--- src/rtl/dppm_decoder.sv ---
`default_nettype none
// ============================================================================
// Module      : dppm_decoder
// Description : Receive-side D-PPM decoder. Synchronises the photodetector
//               line, measures the gap between successive rising edges and
//               classifies each gap as bit 0 / bit 1. A complete frame of
//               FRAME_SIZE bits (LSB first) is presented with a valid/ack
//               handshake. A bad gap or a missing pulse gives a 1-cycle
//               error pulse.
//               Optional macro DPPM_DECODER_STATS_EN adds saturating
//               frame_count / error_count outputs.
// Revision    : 1.0 - initial release
// ============================================================================
module dppm_decoder #(
    parameter int FRAME_SIZE    = 32,
    parameter int INTERVAL_LOW  = 8,
    parameter int INTERVAL_HIGH = 16,
    parameter int TOLERANCE     = 2,
    parameter int COUNTER_SIZE  = 8
) (
    input  logic                  clock,
    input  logic                  reset_n,
    input  logic                  enable,
    input  logic                  sensor,
    output logic [FRAME_SIZE-1:0] data,
    output logic                  frame_valid,
    input  logic                  ack,
    output logic                  error
`ifdef DPPM_DECODER_STATS_EN
    ,
    output logic [15:0]           frame_count,
    output logic [15:0]           error_count
`endif
);

    localparam int IDX_W   = (FRAME_SIZE > 1) ? $clog2(FRAME_SIZE) : 1;
    localparam int GAP_LOW = INTERVAL_LOW + 1;
    localparam int GAP_HIGH = INTERVAL_HIGH + 1;

    localparam logic [COUNTER_SIZE-1:0] C_LOW_MIN  = COUNTER_SIZE'(GAP_LOW - TOLERANCE);
    localparam logic [COUNTER_SIZE-1:0] C_LOW_MAX  = COUNTER_SIZE'(GAP_LOW + TOLERANCE);
    localparam logic [COUNTER_SIZE-1:0] C_HIGH_MIN = COUNTER_SIZE'(GAP_HIGH - TOLERANCE);
    localparam logic [COUNTER_SIZE-1:0] C_HIGH_MAX = COUNTER_SIZE'(GAP_HIGH + TOLERANCE);
    localparam logic [COUNTER_SIZE-1:0] C_TIMEOUT  = COUNTER_SIZE'(GAP_HIGH + TOLERANCE + 1);
    localparam logic [IDX_W-1:0]        C_LAST_IDX = IDX_W'(FRAME_SIZE - 1);

    typedef enum logic [1:0] {
        IDLE = 2'd0,
        RECV = 2'd1,
        DONE = 2'd2
    } state_t;

    state_t                  state_q;
    logic                    sync1_q;
    logic                    sync2_q;
    logic                    prev_q;
    logic [COUNTER_SIZE-1:0] cnt_q;
    logic [COUNTER_SIZE-1:0] cnt_d;
    logic [IDX_W-1:0]        idx_q;
    logic [FRAME_SIZE-1:0]   data_q;
    logic                    frame_valid_q;
    logic                    error_q;

    logic                    pulse_edge;
    logic                    gap_is_zero;
    logic                    gap_is_one;
    logic                    gap_good;
    logic                    frame_done;
    logic                    error_event;

    // Two-flop synchroniser plus one history flop for rising-edge detection
    always_ff @(posedge clock) begin
        if (!reset_n) begin
            sync1_q <= 1'b0;
            sync2_q <= 1'b0;
            prev_q  <= 1'b0;
        end else begin
            sync1_q <= sensor;
            sync2_q <= sync1_q;
            prev_q  <= sync2_q;
        end
    end

    assign pulse_edge = sync2_q & ~prev_q;

    // Gap classification and events that leave RECV
    always_comb begin
        gap_is_zero = (cnt_q >= C_LOW_MIN)  && (cnt_q <= C_LOW_MAX);
        gap_is_one  = (cnt_q >= C_HIGH_MIN) && (cnt_q <= C_HIGH_MAX);
        gap_good    = gap_is_zero | gap_is_one;
        frame_done  = enable && (state_q == RECV) && pulse_edge && gap_good
                      && (idx_q == C_LAST_IDX);
        // An edge takes precedence over a coincident timeout
        error_event = enable && (state_q == RECV) &&
                      (pulse_edge ? !gap_good : (cnt_q == C_TIMEOUT));
    end

    // Gap counter next value: restart at 1 on an edge, otherwise saturating +1
    always_comb begin
        cnt_d = cnt_q;
        if (pulse_edge) begin
            cnt_d = COUNTER_SIZE'(1);
        end else if (cnt_q != {COUNTER_SIZE{1'b1}}) begin
            cnt_d = cnt_q + 1'b1;
        end
    end

    // Gap counter register
    always_ff @(posedge clock) begin
        if (!reset_n) begin
            cnt_q <= '0;
        end else begin
            cnt_q <= cnt_d;
        end
    end

    // Receiver FSM with registered data/frame_valid/error outputs
    always_ff @(posedge clock) begin
        if (!reset_n) begin
            state_q       <= IDLE;
            idx_q         <= '0;
            data_q        <= '0;
            frame_valid_q <= 1'b0;
            error_q       <= 1'b0;
        end else begin
            error_q <= 1'b0;
            // A held frame may be acknowledged even after enable has dropped
            if (ack && frame_valid_q) begin
                frame_valid_q <= 1'b0;
            end
            if (!enable) begin
                state_q <= IDLE;
            end else begin
                case (state_q)
                    IDLE: begin
                        // First edge is only the timing reference
                        if (pulse_edge) begin
                            idx_q   <= '0;
                            state_q <= RECV;
                        end
                    end
                    RECV: begin
                        if (error_event) begin
                            error_q <= 1'b1;
                            state_q <= IDLE;
                        end else if (pulse_edge) begin
                            data_q[idx_q] <= gap_is_one;
                            idx_q         <= idx_q + 1'b1;
                            if (frame_done) begin
                                frame_valid_q <= 1'b1;
                                state_q       <= DONE;
                            end
                        end
                    end
                    DONE: begin
                        if (ack) begin
                            state_q <= IDLE;
                        end
                    end
                    default: state_q <= IDLE;
                endcase
            end
        end
    end

    assign data        = data_q;
    assign frame_valid = frame_valid_q;
    assign error       = error_q;

`ifdef DPPM_DECODER_STATS_EN
    logic [15:0] frame_count_q;
    logic [15:0] error_count_q;

    // Saturating frame and error statistics
    always_ff @(posedge clock) begin
        if (!reset_n) begin
            frame_count_q <= '0;
            error_count_q <= '0;
        end else begin
            if (frame_done && (frame_count_q != 16'hFFFF)) begin
                frame_count_q <= frame_count_q + 1'b1;
            end
            if (error_event && (error_count_q != 16'hFFFF)) begin
                error_count_q <= error_count_q + 1'b1;
            end
        end
    end

    assign frame_count = frame_count_q;
    assign error_count = error_count_q;
`endif

endmodule
`default_nettype wire

--- config.mk ---
export PLATFORM = sky130hd
export DESIGN_NAME = dppm_decoder
export DESIGN_NICKNAME = d
export VERILOG_FILES = /design/src/rtl/dppm_decoder.sv
export SDC_FILE = /design/constraint.sdc
export NUM_CORES = 1
export LEC_CHECK = 0
export ABC_AREA = 1
export CORE_ASPECT_RATIO = 2
export CORE_UTILIZATION = 50
export CTS_BUF_LIST = sky130_fd_sc_hd__clkbuf_8 sky130_fd_sc_hd__clkbuf_16
export DETAILED_ROUTE_END_ITERATION = 12
export MAX_ROUTING_LAYER = met4
export PLACE_DENSITY = 0.83
export SETUP_SLACK_MARGIN = 0.5
export SYNTH_ARGS = -nofsm -noshare
export SYNTH_HDL_FRONTEND = slang
export SYNTH_SLANG_ARGS = --single-unit
--- constraint.sdc ---
create_clock -name clock -period 3.9 [get_ports clock]
set_input_delay 1.17 -clock clock [delete_from_list [all_inputs] [get_ports clock]]
set_output_delay 1.17 -clock clock [all_outputs]
set_load 0.005 [all_outputs]
### After elaboration in Yosys (flattened, before gate mapping)

Index checks and enable logic that the tools add are counted.

* $add $sub $neg: 2
* multipliers: 0
* divide/modulo/power cells: 0
* order comparisons: 6
* equal/unequal tests: 11
* shift operators: 0
* muxes and demuxes: 23
* bitwise gates (word level): 5
* reductions and logical operators: 19

Operators with widths (number)
* 32-bit bitwise mux: 1
* 5-bit two-way mux: 3
* 1-bit two-way mux: 11
* 2-bit two-way mux: 5
* 5-bit one-hot mux with 2 select lines: 1
* 1-bit logical AND: 9
* 8-bit by 1-bit adder with 8-bit output (second input constant): 1
* 8-bit by 5-bit equality test with 1-bit output (second input constant): 1
* 8-bit by 3-bit greater-or-equal comparator with 1-bit output (second input constant): 1
* 8-bit by 4-bit greater-or-equal comparator with 1-bit output (second input constant): 1
* 8-bit by 4-bit less-or-equal comparator with 1-bit output (second input constant): 1
* 8-bit by 5-bit less-or-equal comparator with 1-bit output (second input constant): 1
* 2-bit inequality test (second input constant): 4
* 8-bit inequality test (second input constant): 1
* 4-bit AND reduction: 2
* 5-bit by 6-bit < comparator with 1-bit output (second input constant): 1
* 3-bit inequality test (second input constant): 2
* 2-bit one-hot mux with 3 select lines: 1
* 5-bit by 1-bit adder with 5-bit output (second input constant): 1
* 1-bit demux with 5-bit select: 1
* 5-bit equality test (second input constant): 1
* 5-bit by 1-bit greater-or-equal comparator with 1-bit output (second input constant): 1
* 5-bit AND reduction: 1
* 2-bit nonzero test: 2
* other kinds (10): 12

* register bits: 52
* latch bits: 0
* RAM bits: 0
* bits in read-only memories: 0
* input bits: 5
* output and inout port bits: 34
* logic and storage cells: 76
* memories: 0

### Logic depth before layout (Yosys ltp)

* depth in word-level cells: 10
* gate-level depth with buffers: 11
* gate-level depth less buffers: 11

### Worst setup path after synthesis

Ideal clock, no wire load.

* path kind: input -> register
* from: input port enable
* to: register data_q[28], in the netlist data[28]
* library setup time: 0.113 ns
* arrival time: 2.087 ns
* data required time: 3.787 ns
* slack: 1.699 ns
* cell stages on the path: 8
* path buffers: 1
* cell sequence: inv_1 -> nor3_4 -> nand2_8 -> nor2_8 -> buf_6 -> nand3_1 -> nand2_1 -> a21oi_2

* longest elaborated chain between the ends: 4

Ends and longest elaborated chain
* start, declared: RTL line 23 `input logic enable,`
* 1-bit logical AND (2 in series): RTL line 94 `error_event = enable && (state_q == RECV) &&`
* 1-bit inverter (no source line)
* 4-bit AND reduction (no source line) (*)
* end signal, assigned by index: RTL line 147 `data_q[idx_q] <= gap_is_one;`
* end, declared: RTL line 60 `logic [FRAME_SIZE-1:0] data_q;`

Every way passes the cells marked *; elsewhere a longest branch is shown, timed or not.
A chain may end at the register's enable or synchronous reset.

### Worst setup path in the final report

* from: input port enable
* to: register data_q[4], in the netlist data[4]

Same word-level chain as after synthesis.

==> out/results.txt <==
status: complete, no violations
placed insts: 456
reg-to-reg endpoint: data[4]$_SDFFE_PN0P_
synthesized flop and latch total: 52
Post-DRT Antenna Nets: 0
Setup violations, final: 0
GRT Resource Usage Total: 22.7%
Slew Viols, Final: 0
drt drc: 0
Die H: 108 µm
Critical R2R Launch: cnt_q[0]$_SDFFE_PN0P_
critical path capture point type: register
RSZ-0062 raised after global routing: no
TritonCTS clock tree: yes
minimum clock period: 2.46 ns
hold path cells: 2
EDFF count, synth: 0
count leader, synth: nand2_1
row cnt: 38
clk_lat worst skew: 0.31 ns
IO Pins: 39
fin cells: 464
LEAKAGE: 1.24 nW
port buffer count: 38
synth cell count leaders: 93 x nand2_1, 59 x inv_1, 52 x dfxtp_1
core footprint: 5420 µm²
PwrDens: 276 nW/µm²
Hold Path Class: register to register
vias in the first global route: 2322
post-DP HPWL: 4.02 mm
post-synthesis cell area: 2800 µm²
hold_buf cts: 0
gr ovfl total: 0
die width: 54.9 µm
max-slew headroom at the worst pin: 63.6%
Starting Density: 51.7%
Async SR Flop Fraction: 0%
Mean Syn Cell Area: 7.55 µm²
cts repair resizes: 0
Clock Pin Slew Worst Setup and Hold Paths: 0.09 ns
clock root cell: clkbuf_8
Seq/Total Area, Yosys: 37.2%
crit share post-route: 63.1%
DR iter-0 viols: 45
Post-Route Skew: 0.0104 ns
area of the die: 5920 µm²
crit start category: input port
initial antenna violation count: 0
largest net degree at the start of global routing: 38
Fillers: 512
Mapped Nets: 383
critical path type: input port to register
clock buffer depth: 2
max-capacitance violation count: 0
minimum hold slack: 0.436 ns
Nets: 415
top post-synthesis cells by area: dfxtp_1 37%, nand2_1 12%, a21oi_2 10%
DR WL/cell: 11.8 µm
Hold Startpoint: sync1_q$_SDFF_PN0_
H-tree depth: 2
Peak VDD IR: 0.000285 V
Synth-to-Final Area Change: 16.6%
total setup buffers inserted after CTS: 0
post-synth top area cell: dfxtp_1
post-route cell area: 3270 µm²
clk sink count: 52
layout cells sized above 1: 15.8%
CP Max Fanout: 16
Fmax: 0.407 GHz
Via density: 5.24
CTS buffer count: 5
Worst Path Required: 4.11 ns
R2R setup slack: 1.75 ns
Hold EP: sync2_q$_SDFF_PN0_
worst slew pin tran: 0.544 ns
Gate Count Post-Synth: 371
post-synth cell types: 33
final RePlAce weighted congestion: 0.877
final hold violation count: 0
power after layout: 0.000901 W
Yosys top cell area share: 37.2%
Critical Path AT: 2.67 ns
detailed-route via count: 2431
global-route wire length before repair: 9.75 mm
Most used DFF post-synth: dfxtp_1
area post-placement: 3170 µm²
total wire length: 5.47 mm
FF-to-FF path depth: 10
setup TNS: 0 ns
drt first pass iters: 4
yosys warns: 0
Ant. Diodes: 0
[state kept, by name, summed over array words and instances, names as in the netlist]
signal / count
cnt_q: 8
sync2_q: 1
idx_q: 5
prev_q: 1
error: 1
frame_valid: 1
data: 32
state_q: 2
sync1_q: 1
[cell type report]
type	count	area, µm²	share of cell area, %
Clock buffer	6	82.6	2.53
Clock inverter	2	11.3	0.345
Inverter	64	240	7.36
Multi-Input combinational cell	241	1430	43.7
Sequential cell	52	1040	31.9
Tap cell	60	75.1	2.30
Timing Repair Buffer	39	388	11.9
[how the worst max path moves through the flow]
| stage | from | endpoint | slack (ns) |
|---|---|---|---|
| 6_report | enable | data[4]$_SDFFE_PN0P_ | 1.44 |
| 3_3_place_gp | enable | data[28]$_SDFFE_PN0P_ | 1.14 |
| 4_1_cts | enable | data[4]$_SDFFE_PN0P_ | 1.43 |
| 2_1_floorplan | enable | data[28]$_SDFFE_PN0P_ | 1.70 |
| 5_1_grt | enable | data[8]$_SDFFE_PN0P_ | 1.33 |
| 3_5_place_dp | enable | data[4]$_SDFFE_PN0P_ | 1.10 |
[logic make-up after synthesis]
logic type	share of synthesized area (%)
flops	37.2
simple gates	32.6
fa+ha+maj	3.13
buf+inv	11.9
xor+xnor	0.938
compound gates	14.3
[through the flow]
step                      setup slack, ns  util, %
after floorplan                      1.70        -
after global placement               1.14     58.5
after detailed placement             1.10     58.5
after CTS                            1.43     60.2
after global routing                 1.33     60.2
final                                1.44     60.2
[layout by cell type (no fill, tap or decap), types with 4 or more instances in the layout]
cell type,synthesis,layout
a21oi_2,32,32
nand2_1,93,93
inv_2,4,4
a21oi_1,14,14
dfxtp_1,52,52
clkdlybuf4s50_1,0,38
o21ai_1,5,5
inv_1,59,60
clkbuf_8,0,6
nand3_1,42,42
nor2_8,4,4
ha_1,7,7
nor3_2,6,6
nor2_1,17,17
[where the power goes]
| part | leakage, nW | switching (W) | internal (W) | total [W] |
|---|---|---|---|---|
| combinational | 0.772 | 0.0000280 | 0.0000149 | 0.0000429 |
| sequential | 0.420 | 0.00000406 | 0.000535 | 0.000539 |
| clock | 0.0486 | 0.000177 | 0.000142 | 0.000319 |
[per-layer routing]
metal | GRT usage [%] | vias to the layer above | wire, µm
met5 | - | - | 0
met4 | 11.1 | 0 | 163
met3 | 4.24 | 12 | 192
met2 | 39.5 | 47 | 2990
met1 | 22.7 | 1144 | 2120
li1 | - | 1228 | -
[worst max-delay path, cell delays in order]
cell and delay [ns]:
clkdlybuf4s50_1 0.47, inv_1 0.08, nor3_4 0.30, nand2_8 0.15, nor2_8 0.24, nand3_1 0.12, nand2_1 0.10, a21oi_2 0.04
No activity file was read; power rests on OpenSTA's default activity.
